File: src/rtl/prog_sequencer.sv
// prog_sequencer: run controller in front of the PC.
// It accepts a run request, loads one of four program base addresses into the
// PC, then lets the PC advance until a halt instruction, an abort or a cycle
// budget ends the run. Completion is reported with a done/ack handshake.
//
// Ports:
//   clk          clock
//   start        synchronous active-high reset
//   go           run request, sampled only in IDLE
//   prog_sel     program index, latched with go
//   halt_op      current instruction is halt (from decoder)
//   abort        cancel run, return to IDLE
//   ack          completion acknowledge
//   pc_load      PC loads pc_load_val this edge
//   pc_load_val  base address of the latched program
//   run_en       PC may advance/branch this edge (combinational on halt_op/abort)
//   busy         state is LOAD or RUN
//   done         state is DONE
//   timeout      last run ended by budget, not by halt
//   cycle_count  RUN cycles executed in the current/last run
module prog_sequencer #(
  parameter int unsigned PC_W    = 10,
  parameter int unsigned CNT_W   = 16,
  parameter int unsigned TIMEOUT = 1000,
  parameter int unsigned BASE0   = 0,
  parameter int unsigned BASE1   = 65,
  parameter int unsigned BASE2   = 130,
  parameter int unsigned BASE3   = 195
) (
  input  logic             clk,
  input  logic             start,
  input  logic             go,
  input  logic [1:0]       prog_sel,
  input  logic             halt_op,
  input  logic             abort,
  input  logic             ack,
  output logic             pc_load,
  output logic [PC_W-1:0]  pc_load_val,
  output logic             run_en,
  output logic             busy,
  output logic             done,
  output logic             timeout,
  output logic [CNT_W-1:0] cycle_count
);

  localparam logic [CNT_W-1:0] CNT_LAST = CNT_W'(TIMEOUT - 1);
  localparam logic [CNT_W-1:0] CNT_MAX  = CNT_W'(TIMEOUT);

  typedef enum logic [1:0] {
    ST_IDLE = 2'd0,
    ST_LOAD = 2'd1,
    ST_RUN  = 2'd2,
    ST_DONE = 2'd3
  } state_e;

  state_e           state_q, state_d;
  logic [1:0]       sel_q, sel_d;
  logic [CNT_W-1:0] cnt_q, cnt_d;
  logic             timeout_q, timeout_d;

  // State and run bookkeeping registers
  always_ff @(posedge clk) begin
    if (start) begin
      state_q   <= ST_IDLE;
      sel_q     <= 2'd0;
      cnt_q     <= '0;
      timeout_q <= 1'b0;
    end else begin
      state_q   <= state_d;
      sel_q     <= sel_d;
      cnt_q     <= cnt_d;
      timeout_q <= timeout_d;
    end
  end

  // Next-state logic; RUN exits are prioritised abort > halt > budget
  always_comb begin
    state_d   = state_q;
    sel_d     = sel_q;
    cnt_d     = cnt_q;
    timeout_d = timeout_q;
    case (state_q)
      ST_IDLE: begin
        if (go) begin
          sel_d     = prog_sel;
          cnt_d     = '0;
          timeout_d = 1'b0;
          state_d   = ST_LOAD;
        end
      end
      ST_LOAD: state_d = ST_RUN;
      ST_RUN: begin
        if (abort) begin
          state_d = ST_IDLE;
        end else if (halt_op) begin
          // Halt cycle does not count: the PC holds on the halt instruction
          timeout_d = 1'b0;
          state_d   = ST_DONE;
        end else if (cnt_q == CNT_LAST) begin
          cnt_d     = CNT_MAX;
          timeout_d = 1'b1;
          state_d   = ST_DONE;
        end else begin
          cnt_d = cnt_q + CNT_W'(1);
        end
      end
      ST_DONE: begin
        if (ack) state_d = ST_IDLE;
      end
      default: state_d = ST_IDLE;
    endcase
  end

  // Output decodes
  always_comb begin
    pc_load     = (state_q == ST_LOAD);
    run_en      = (state_q == ST_RUN) && !halt_op && !abort;
    busy        = (state_q == ST_LOAD) || (state_q == ST_RUN);
    done        = (state_q == ST_DONE);
    timeout     = timeout_q;
    cycle_count = cnt_q;
    case (sel_q)
      2'd0:    pc_load_val = PC_W'(BASE0);
      2'd1:    pc_load_val = PC_W'(BASE1);
      2'd2:    pc_load_val = PC_W'(BASE2);
      default: pc_load_val = PC_W'(BASE3);
    endcase
  end

endmodule

File: config.mk
export PLATFORM = sky130hd
export DESIGN_NAME = prog_sequencer
export DESIGN_NICKNAME = d
export VERILOG_FILES = /design/src/rtl/prog_sequencer.sv
export SDC_FILE = /design/constraint.sdc
export NUM_CORES = 1
export LEC_CHECK = 0
export BUFFER_PORTS_ARGS = -buffer_cell sky130_fd_sc_hd__buf_2
export CAP_MARGIN = 20
export CELL_PAD_IN_SITES_DETAIL_PLACEMENT = 1
export CELL_PAD_IN_SITES_GLOBAL_PLACEMENT = 1
export CORE_ASPECT_RATIO = 0.8
export CORE_UTILIZATION = 36
export CTS_CLUSTER_SIZE = 28
export DETAILED_ROUTE_END_ITERATION = 6
export PLACE_DENSITY_LB_ADDON = 0.15
export SLEW_MARGIN = 0
export SYNTH_ARGS = -nofsm -noshare
export SYNTH_HDL_FRONTEND = slang
export SYNTH_SLANG_ARGS = --single-unit
File: constraint.sdc
create_clock -name clk -period 2.6 [get_ports clk]
set_clock_uncertainty 0.05 [all_clocks]
set_input_delay 0.13 -clock clk [delete_from_list [all_inputs] [get_ports clk]]
set_output_delay 0.13 -clock clk [all_outputs]
set_load 0.05 [all_outputs]
==> flow_metrics.py <==
metrics = {
    "die": {
        "die_w_um": 69.16,
        "die_h_um": 55.72,
        "ios": 39,
        "die_area_um2": 3853,
        "start_util_pct": 37.68,
        "core_area_um2": 3447,
        "rows": 19,
    },
    "layout": {
        "syn_to_final_growth_pct": 14.64,
        "fillers": 443,
        "num-nets-final": 207,
        "fin_area_um2": 1489,
        "fin_util_pct": 43.19,
        "stdcell_count": 234,
        "drive_above_1_share_pct": 25.52,
        "diodes": 0,
    },
    "sta": {
        "finalCriticalPeriod_ns": 2.369,
        "rsz0062_at_grt": "no",
        "finalSetupViolations": 0,
        "slew_viol_final": 0,
        "hold_viol_final": 0,
        "timing.final.crit_share_pct": 91.12,
        "tns_ns": 0,
        "holdWs_ns": 0.06265,
        "fin_ws_ns": 0.2308,
        "timing.fmax_mhz": 422.1,
    },
    "clock_network": {
        "numCtsBuffers": 3,
        "h-tree-depth": 1,
        "cts_tree": "built",
        "cts.path.max_buffers": 2,
        "post_cts_resized": 0,
        "root_buffer": "clkbuf_8",
        "clk_latency_ns": 0.27,
        "path_clk_slew_ns": 0.07,
        "postCtsSetupBuffers": 0,
        "cts_hold_buffers": 0,
        "cts_sinks": 21,
    },
    "placement": {
        "gp_congestion": 0.8078,
        "dp_cells": 230,
        "dpl.hpwl_um": 2845,
        "pre_cts_ws_ns": 0.2657,
        "place_area_um2": 1444,
        "io_buffer_count": 32,
    },
    "route": {
        "wl_per_cell_um": 15.74,
        "met2_length_um": 1540,
        "drtPass1Iterations": 4,
        "m1WireLength_um": 1932,
        "detailroute.via_count": 1291,
        "drc": 0,
        "routed_wl_um": 3682,
        "dr_wl_met3_um": 163,
        "via_per_inst": 5.517,
        "top_layer_used": "met4",
        "drtIter0Drc": 95,
        "drtAntennaViolNets": 0,
    },
    "logic_synthesis": {
        "yosys_warnings": 0,
        "synthFlopType": "dfxtp_1",
        "async_reset_ff_share_pct": 0,
        "seq_area_frac_synth_pct": 32.37,
        "synth-seq-cells": 21,
        "netlist_area_um2": 1299,
        "syn_avg_cell_area_um2": 7.919,
        "postSynthCellCount": 164,
        "yosys.cell_types.count": 41,
        "synth_edf_count": 0,
    },
    "setup_path": {
        "cp_max_fo": 11,
        "start_kind": "flop",
        "cp.arrival_ns": 2.46,
        "end_kind": "flop",
        "required_ns": 2.70,
        "critPathKind": "reg -> reg",
    },
    "min_path": {
        "hp-class": "in -> reg",
    },
    "grt": {
        "grt_pass1_wl_um": 5954,
        "track_usage_pct": 19.57,
        "grt_pass1_vias": 1182,
        "antenna_found_initial": 0,
        "overflow": 0,
        "grt_max_degree": 16,
    },
    "run": {
        "maxCapViolations": 0,
    },
    "power_and_ir_drop": {
        "finalPower_mw": 0.8169,
        "power.density_nw_per_um2": 548.7,
        "p_leak_nw": 0.6432,
        "max-vdd-ir-drop_v": 0.0002750,
    },
    "status": {
        "status": "finished clean",
    },
}
[where the power goes]
group	internal (mW)	total, mW	switching [mW]
Sequential	0.332	0.342	0.0104
Combinational	0.0700	0.255	0.186
Clock	0.109	0.219	0.110
Total	0.511	0.817	0.306
[worst max-delay path: stages (launching register included)]
cell	delay, ns
dfxtp_1	0.42
or4_1	0.56
or4_4	0.60
and3_1	0.33
a21oi_1	0.23
a31oi_1	0.06
[placed cells by master (no fill, tap or decap), types with 2 or more instances in the layout]
| cell type | n |
|---|---|
| nor2_1 | 13 |
| nand2_1 | 14 |
| nand3_1 | 10 |
| a31oi_1 | 6 |
| inv_1 | 7 |
| clkbuf_8 | 3 |
| o21ai_0 | 14 |
| mux2i_1 | 2 |
| a21oi_1 | 12 |
| nor2b_1 | 2 |
| or4_1 | 3 |
| dfxtp_1 | 21 |
| buf_4 | 3 |
| conb_1 | 6 |
| or2_2 | 2 |
| a21o_1 | 2 |
| a22oi_1 | 5 |
| nand4_1 | 6 |
| nand2b_1 | 2 |
| ha_1 | 6 |
| buf_2 | 32 |
| and3_1 | 2 |
[path summary, 6_finish.rpt]
check / from / cells after the start / slack (ns) / endpoint
worst max-delay path: cycle_count[4] / 5 / 0.23 / cycle_count[10]
worst min-delay path: prog_sel[1] / 3 / 0.06 / sel_q[1]
worst max register to register: cycle_count[4] / 5 / 0.23 / cycle_count[10]
worst min register to register: sel_q[0] / 2 / 0.42 / sel_q[0]
[routing by layer]
layer | up-vias | track usage, %
li1 | 634 | -
met1 | 611 | 28.67
met2 | 40 | 28.57
met3 | 6 | 4.710
met4 | 0 | 4.956
met5 | - | 0
[final cells by class]
| class | count | area (um2) | share of cell area [%] |
|---|---|---|---|
| clock buffer | 4 | 45.04 | 3.025 |
| inverter | 7 | 26.28 | 1.765 |
| multi-input combinational | 125 | 762.0 | 51.18 |
| sequential | 21 | 420.4 | 28.24 |
| tap | 42 | 52.55 | 3.529 |
| timing repair buffer | 35 | 182.7 | 12.27 |
[synth_stat cells (5+ instances only)]
| master | number | share of area (%) |
|---|---|---|
| dfxtp_1 | 21 | 32 |
| nand2_1 | 14 | 4.0 |
| o21ai_0 | 14 | 5.4 |
| nor2_1 | 13 | 3.8 |
| a21oi_1 | 12 | 4.6 |
| nand3_1 | 10 | 3.9 |
| buf_4 | 8 | 4.6 |
| inv_1 | 7 | 2.0 |
| a31oi_1 | 6 | 2.9 |
| ha_1 | 6 | 5.8 |
| nand4_1 | 6 | 2.9 |
| a22oi_1 | 5 | 2.9 |
[flip-flops by register name, indices dropped and copies added (netlist names)]
name,cells
cycle_count,16
sel_q,2
state_q,2
timeout,1
[cell families (layout without fill, tap and decap cells)]
logic type | count (synthesis) | count (layout) | share of synthesized area, %
AOI/OAI and AO/OA | 48 | 48 | 23.41
adders and majority gates | 6 | 6 | 5.780
buffers and inverters | 23 | 46 | 10.79
DFF | 21 | 21 | 32.37
muxes | 2 | 2 | 1.541
other | 1 | 6 | 0.2887
and+or+nand+nor | 63 | 63 | 25.82
No activity file was read; power rests on OpenSTA's default activity.
